===== src/rtl/divm_sched_if.sv =====
// Divisor configuration port for divm_sched.
//   cfg_valid  master -> slave  new divisor offered on cfg_div
//   cfg_div    master -> slave  requested divisor M
//   cfg_ready  slave -> master  controller can take a divisor this cycle
//   cfg_err    slave -> master  one-cycle pulse: accepted divisor < 2 was discarded
interface divm_sched_if #(
  parameter int W = 8
);
  logic         cfg_valid;
  logic [W-1:0] cfg_div;
  logic         cfg_ready;
  logic         cfg_err;

  modport master (output cfg_valid, output cfg_div, input cfg_ready, input cfg_err);
  modport slave  (input cfg_valid, input cfg_div, output cfg_ready, output cfg_err);
endinterface


===== src/rtl/divm_sched.sv =====
// Run-time controller for the divide-by-M clock generator.
// clk_out = clk_in / div_cur. Divisor changes and stops only land on an
// output-period boundary, so clk_out never carries a runt pulse.
// Ports:
//   clk_in   system clock (rising edge)
//   reset_L  asynchronous active-low reset
//   en       run request; 0 stops at the end of the current period
//   cfg      divisor handshake (divm_sched_if.slave)
//   clk_out  divided clock, registered
//   tick     pulse in the last clk_in cycle of each output period
//   div_cur  divisor currently in effect
//   running  1 while RUN or STOPPING
//
// state    | meaning
// ---------+-------------------------------------------------------------
// IDLE     | output parked low, counter held at 0, pending divisor applied
// RUN      | counting periods, en=1
// STOPPING | en dropped; finishing the current period, then IDLE
module divm_sched #(
  parameter int W           = 8,
  parameter int DIV_DEFAULT = 4
) (
  input  logic         clk_in,
  input  logic         reset_L,
  input  logic         en,
  divm_sched_if.slave  cfg,
  output logic         clk_out,
  output logic         tick,
  output logic [W-1:0] div_cur,
  output logic         running
);

  typedef enum logic [1:0] {
    ST_IDLE     = 2'd0,
    ST_RUN      = 2'd1,
    ST_STOPPING = 2'd2
  } state_t;

  localparam logic [W-1:0] ONE     = W'(1);
  localparam logic [W-1:0] TWO     = W'(2);
  localparam logic [W-1:0] DIV_RST = W'(DIV_DEFAULT);

  state_t       r_state, w_state_nxt;
  logic [W-1:0] r_cnt, w_cnt_nxt;
  logic [W-1:0] r_div_q, w_div_nxt;
  logic [W-1:0] r_pend, w_pend_nxt;
  logic         r_pend_v, w_pend_v_nxt;
  logic         r_clk_out, w_clk_nxt;
  logic         r_tick, w_tick_nxt;
  logic         r_cfg_err, w_cfg_err_nxt;
  logic         w_last, w_xfer, w_active_nxt;
  logic [W:0]   w_hi_nxt;

  always_ff @(posedge clk_in or negedge reset_L) begin
    if (!reset_L) begin
      r_state   <= ST_IDLE;
      r_cnt     <= '0;
      r_div_q   <= DIV_RST;
      r_pend    <= '0;
      r_pend_v  <= 1'b0;
      r_clk_out <= 1'b0;
      r_tick    <= 1'b0;
      r_cfg_err <= 1'b0;
    end else begin
      r_state   <= w_state_nxt;
      r_cnt     <= w_cnt_nxt;
      r_div_q   <= w_div_nxt;
      r_pend    <= w_pend_nxt;
      r_pend_v  <= w_pend_v_nxt;
      r_clk_out <= w_clk_nxt;
      r_tick    <= w_tick_nxt;
      r_cfg_err <= w_cfg_err_nxt;
    end
  end

  always_comb begin
    w_state_nxt   = r_state;
    w_cnt_nxt     = r_cnt;
    w_div_nxt     = r_div_q;
    w_pend_nxt    = r_pend;
    w_pend_v_nxt  = r_pend_v;
    w_cfg_err_nxt = 1'b0;

    w_last = (r_state != ST_IDLE) && (r_cnt == r_div_q - ONE);
    // Transfer only when nothing is pending, so a transfer and an apply never
    // collide; a transfer on a boundary edge waits for the following boundary.
    w_xfer = cfg.cfg_valid && !r_pend_v;

    case (r_state)
      ST_IDLE: begin
        w_cnt_nxt = '0;
        if (en) w_state_nxt = ST_RUN;
      end
      ST_RUN: begin
        w_cnt_nxt = w_last ? '0 : r_cnt + ONE;
        if (!en) w_state_nxt = ST_STOPPING;
      end
      ST_STOPPING: begin
        w_cnt_nxt = w_last ? '0 : r_cnt + ONE;
        if (en)          w_state_nxt = ST_RUN;
        else if (w_last) w_state_nxt = ST_IDLE;
      end
      default: begin
        w_state_nxt = ST_IDLE;
        w_cnt_nxt   = '0;
      end
    endcase

    if (r_pend_v && (r_state == ST_IDLE || w_last)) begin
      w_div_nxt    = r_pend;
      w_pend_v_nxt = 1'b0;
    end

    if (w_xfer) begin
      if (cfg.cfg_div < TWO) begin
        w_cfg_err_nxt = 1'b1;
      end else begin
        w_pend_nxt   = cfg.cfg_div;
        w_pend_v_nxt = 1'b1;
      end
    end

    // Outputs are registered from the next-cycle count/divisor so that in the
    // cycle holding cnt=k, clk_out already equals (k < hi).
    w_active_nxt = (w_state_nxt != ST_IDLE);
    w_hi_nxt     = ({1'b0, w_div_nxt} + (W+1)'(1)) >> 1;
    w_clk_nxt    = w_active_nxt && ({1'b0, w_cnt_nxt} < w_hi_nxt);
    w_tick_nxt   = w_active_nxt && (w_cnt_nxt == w_div_nxt - ONE);
  end

  assign clk_out       = r_clk_out;
  assign tick          = r_tick;
  assign div_cur       = r_div_q;
  assign running       = (r_state != ST_IDLE);
  assign cfg.cfg_ready = !r_pend_v;
  assign cfg.cfg_err   = r_cfg_err;

endmodule


===== src/flat_wrapper.sv =====
// flat-port wrapper written by rule: the top's interface ports become plain ports
module divm_sched_flat 
#(
  parameter int W           = 8,
  parameter int DIV_DEFAULT = 4
)
  (clk_in, reset_L, en, clk_out, tick, div_cur, running, cfg_cfg_valid, cfg_cfg_div, cfg_cfg_ready, cfg_cfg_err);
  divm_sched_if #(.W(W)) cfg_i ();
  input  logic clk_in;
  input  logic reset_L;
  input  logic en;
  output logic clk_out;
  output logic tick;
  output logic [W-1:0] div_cur;
  output logic running;
  input wire logic [$bits(cfg_i.cfg_valid)-1:0] cfg_cfg_valid;
  input wire logic [$bits(cfg_i.cfg_div)-1:0] cfg_cfg_div;
  output wire logic [$bits(cfg_i.cfg_ready)-1:0] cfg_cfg_ready;
  output wire logic [$bits(cfg_i.cfg_err)-1:0] cfg_cfg_err;
  assign cfg_i.cfg_valid = cfg_cfg_valid;
  assign cfg_i.cfg_div = cfg_cfg_div;
  assign cfg_cfg_ready = cfg_i.cfg_ready;
  assign cfg_cfg_err = cfg_i.cfg_err;
  divm_sched #(.W(W), .DIV_DEFAULT(DIV_DEFAULT)) u_core (.clk_in(clk_in), .reset_L(reset_L), .en(en), .cfg(cfg_i), .clk_out(clk_out), .tick(tick), .div_cur(div_cur), .running(running));
endmodule

===== config.mk =====
export PLATFORM = sky130hd
export DESIGN_NAME = divm_sched_flat
export DESIGN_NICKNAME = d
export VERILOG_FILES = /design/src/rtl/divm_sched_if.sv /design/src/rtl/divm_sched.sv /design/src/flat_wrapper.sv
export SDC_FILE = /design/constraint.sdc
export NUM_CORES = 1
export LEC_CHECK = 0
export BUFFER_PORTS_ARGS = -buffer_cell sky130_fd_sc_hd__buf_2
export CORE_MARGIN = 5
export CORE_UTILIZATION = 50
export CTS_BUF_LIST = sky130_fd_sc_hd__clkbuf_4 sky130_fd_sc_hd__clkbuf_8
export DETAILED_ROUTE_END_ITERATION = 7
export GPL_TIMING_DRIVEN = 0
export HOLD_SLACK_MARGIN = 0.15
export MAX_ROUTING_LAYER = met4
export PLACE_DENSITY_LB_ADDON = 0.25
export SLEW_MARGIN = 20
export SYNTH_ARGS = -nofsm -noshare
export SYNTH_HDL_FRONTEND = slang
export SYNTH_SLANG_ARGS = --single-unit

===== constraint.sdc =====
create_clock -name clk_in -period 6 [get_ports clk_in]
set_input_delay 1.2 -clock clk_in [delete_from_list [all_inputs] [get_ports clk_in]]
set_output_delay 1.2 -clock clk_in [all_outputs]
set_load 0.02 [all_outputs]

==> results.json <==
{
  "grt_max_degree": 31,
  "crit_arrival_ns": 4.55,
  "cp-startpoint": "u_core.div_cur[0]",
  "worst_slew_pin_slew_ns": 0.8176,
  "clkTransAtPathRegs_ns": 0.07,
  "start_util": 0.5073,
  "ys_ff_latch": 30,
  "worstSetupEndpointType": "flip-flop",
  "fillCellCount": 402,
  "final_cells": 309,
  "path_common_cell": "ha_1",
  "rows": 24,
  "wl_per_cell_um": 16.07,
  "cts_resized": 0,
  "cp_slowest_cell": "or4b_1",
  "area.growth.synth_to_final_pct": 12.87,
  "dieHeight_um": 76.01,
  "clock-root-buffer": "clkbuf_8",
  "synth-adder-area-share": 0.08616,
  "drive_above_1_share": 0.2101,
  "startpoint_type": "flip-flop",
  "p_leak_nw": 1.103,
  "antenna_found_initial": 0,
  "vias": 1765,
  "core-area_um2": 4294,
  "first_iter_violations": 111,
  "detail-route-antenna-nets": 0,
  "h-tree-depth": 2,
  "worstRegToRegCells": 18,
  "netlist_area_um2": 2178,
  "dr.pass1.iters": 4,
  "place_inst": 301,
  "ioPinCount": 25,
  "timing.rr.end": "u_core.clk_out",
  "grt_usage": 0.1852,
  "n_antenna_cell": 0,
  "die_w_um": 76.01,
  "grt_overflow_total": 0,
  "fin_tns_setup_ns": 0,
  "cts_tree": "built",
  "vdd.ir_drop.worst_uv": 236.2,
  "synthSimpleGateAreaFrac": 0.1832,
  "synth_edf_count": 0,
  "rsz0062_at_grt": "no",
  "finalClockSkew_ns": 0.006105,
  "period_minus_slack_ns": 4.386,
  "syn_avg_cell_area_um2": 9.682,
  "cts_buffers": 5,
  "yosysUniqueCellTypes": 54,
  "cp_max_fo": 10,
  "status": "finished, final reports clean",
  "synthXorXnorAreaFrac": 0.1166,
  "nNetsFinal": 283,
  "crit_path_cell_trace": "inv_1, ha_1, or4b_1, o21ai_1, nand4_1, o21a_1, nor2_4, mux2i_1, inv_1, ha_1, nand2_1, nor4_1, xnor2_1, ha_1, a21oi_1, nor2b_1, o21ai_0, nor4bb_1",
  "syn_inst": 225,
  "design.die.area_um2": 5777,
  "muxShareOfSynthArea": 0.09707,
  "finalWirelength_um": 4965,
  "port_buffers": 24,
  "slowest_delay_ns": 0.48,
  "routed_via_density": 5.712,
  "synthArstFlopShare": 1.000,
  "yosysWarnings": 0,
  "cts.path.max_buffers": 2,
  "hold_path.class": "flip-flop to flip-flop",
  "drc": 0,
  "finalWorstSetupSlack_ns": 1.614,
  "path_class": "flip-flop to flip-flop",
  "synth_top_family_by_area": "simple AND/OR/NAND/NOR gates",
  "multi_input_area_um2": 1355,
  "reg2reg_slack_ns": 1.61,
  "slew_violations": 0,
  "yosysSeqAreaShare": 0.3452,
  "place_congestion": 0.8812,
  "worstReg2RegStart": "u_core.div_cur[0]",
  "post_cts_buffers": 0,
  "clock.fmax_ghz": 0.2280,
  "setup_viol": 0,
  "hold-path-endpoint": "u_core.r_pend[7]",
  "holdCritStartpoint": "u_core.r_pend[7]",
  "hold_viol": 0,
  "required_ns": 6.16,
  "maxCapViolCount": 0,
  "synth_compound_area_frac": 0.1390,
  "grt_first_pass_wirelength_um": 8452,
  "cts.sinks": 30,
  "whs_path_depth": 1,
  "grt_pass1_vias": 1813,
  "powerDensity_nw_per_um2": 587.9,
  "post-route-period-util": 0.7311,
  "clock_latency_ns": 0.28,
  "syn-num-nets": 252,
  "seq_area_um2": 752.0,
  "final_cell_area_um2": 2459,
  "cts_hold_buf": 0,
  "hpwl_um": 3899,
  "place_ws_ns": 1.636,
  "synth_ff_type": "dfrtp_1",
  "max-slew-margin-rel": 0.4549,
  "place_area_um2": 2364
}
-- layout by cell type (no fill, tap or decap), drive strengths merged, types with 3 or more instances in the layout --
master / instances
dfrtp: 29
buf: 24
nor2: 20
xnor2: 18
inv: 16
ha: 15
mux2i: 11
xor2: 11
o21ai: 11
nand2: 10
a21oi: 9
mux2: 9
clkbuf: 9
nand3: 6
nor2b: 5
nor3: 5
nand4: 4
or3: 4
and3: 3
a31o: 3
-- Yosys cell counts (3+ instances only) --
cell       n  area [µm²]
dfrtp_1   29       725.7
o21ai_0    8       40.04
nor3_1     4       20.02
o21ai_1    3       15.01
xnor2_1   18       157.7
ha_1      15       187.7
clkbuf_1   3       11.26
nand2_1    9       33.78
nor2b_1    5       31.28
or3_1      3       18.77
nand3_1    6       30.03
inv_1     16       60.06
nor2_1    19       71.32
a21oi_1    9       45.04
and3_1     3       18.77
mux2_2     9       101.4
xor2_1    11       96.34
mux2i_1   11       110.1
nand4_1    4       25.02
-- cells by family (layout without fill, tap and decap cells) --
| kind of cell | count (synthesis) | after routing |
|---|---|---|
| buffers and inverters | 19 | 51 |
| multiplexers | 20 | 20 |
| adder cells (fa/ha/maj) | 15 | 15 |
| AND/OR/NAND/NOR | 71 | 71 |
| XOR/XNOR | 29 | 29 |
| flip-flops | 30 | 30 |
| AO/OA/AOI/OAI | 41 | 41 |
-- metal layers --
metal | part of all wire | track usage
met4 | 0.021 | 0.08541
met5 | 0 | -
met1 | 0.45 | 0.2248
met3 | 0.041 | 0.03428
met2 | 0.49 | 0.2971
-- power breakdown --
| part | switching, mW | total, mW | internal, mW |
|---|---|---|---|
| combinational | 0.509 | 0.883 | 0.375 |
| sequential | 0.108 | 0.391 | 0.283 |
| clock | 0.0792 | 0.171 | 0.0921 |
-- cell type report --
class | instances | share of cell area
multi-input cells | 176 | 0.5511
flip-flops and latches | 30 | 0.3059
repair buffers | 24 | 0.04885
clock buffers | 6 | 0.03359
well taps | 52 | 0.02646
inverters | 16 | 0.02443
clock inverters | 2 | 0.005089
plain buffers | 3 | 0.004580
-- flip-flops by register name, summed over array words and instances (netlist names) --
name / cells
u_core.r_state: 2
u_core.r_pend_v: 1
u_core.div_cur: 8
u_core.r_cnt: 8
u_core.r_pend: 8
u_core.tick: 1
u_core.clk_out: 1
u_core.cfg.cfg_err: 1
-- critical path, delay by kind of cell (launching register included) --
kind	cells	cell delay [ns]
AOI/OAI and AO/OA	4	0.71
xor gates and xnor gates	1	0.16
adders and majority gates	3	0.77
buffers and inverters	2	0.23
DFF	1	0.46
muxes	1	0.39
and+or+nand+nor	7	1.56
-- how the worst max path moves through the flow --
| stage | cells after the start | to | slack [ns] |
|---|---|---|---|
| 2_1_floorplan | 18 | u_core.clk_out | 2.13 |
| 3_3_place_gp | 18 | u_core.clk_out | 1.67 |
| 3_5_place_dp | 18 | u_core.clk_out | 1.64 |
| 4_1_cts | 18 | u_core.clk_out | 1.60 |
| 5_1_grt | 18 | u_core.clk_out | 1.30 |
| 6_report | 18 | u_core.clk_out | 1.61 |
-- metrics by stage --
stage | power, mW | util | hold WS [ns]
2_1_floorplan | 1.055 | - | 0.4805
3_3_place_gp | 1.258 | 0.5504 | 0.4985
3_5_place_dp | 1.277 | 0.5504 | 0.5042
4_1_cts | 1.455 | 0.5726 | 0.5193
5_1_grt | 1.572 | 0.5726 | 0.5411
6_report | 1.445 | 0.5726 | 0.5120
(Power assumes the default switching activity.)
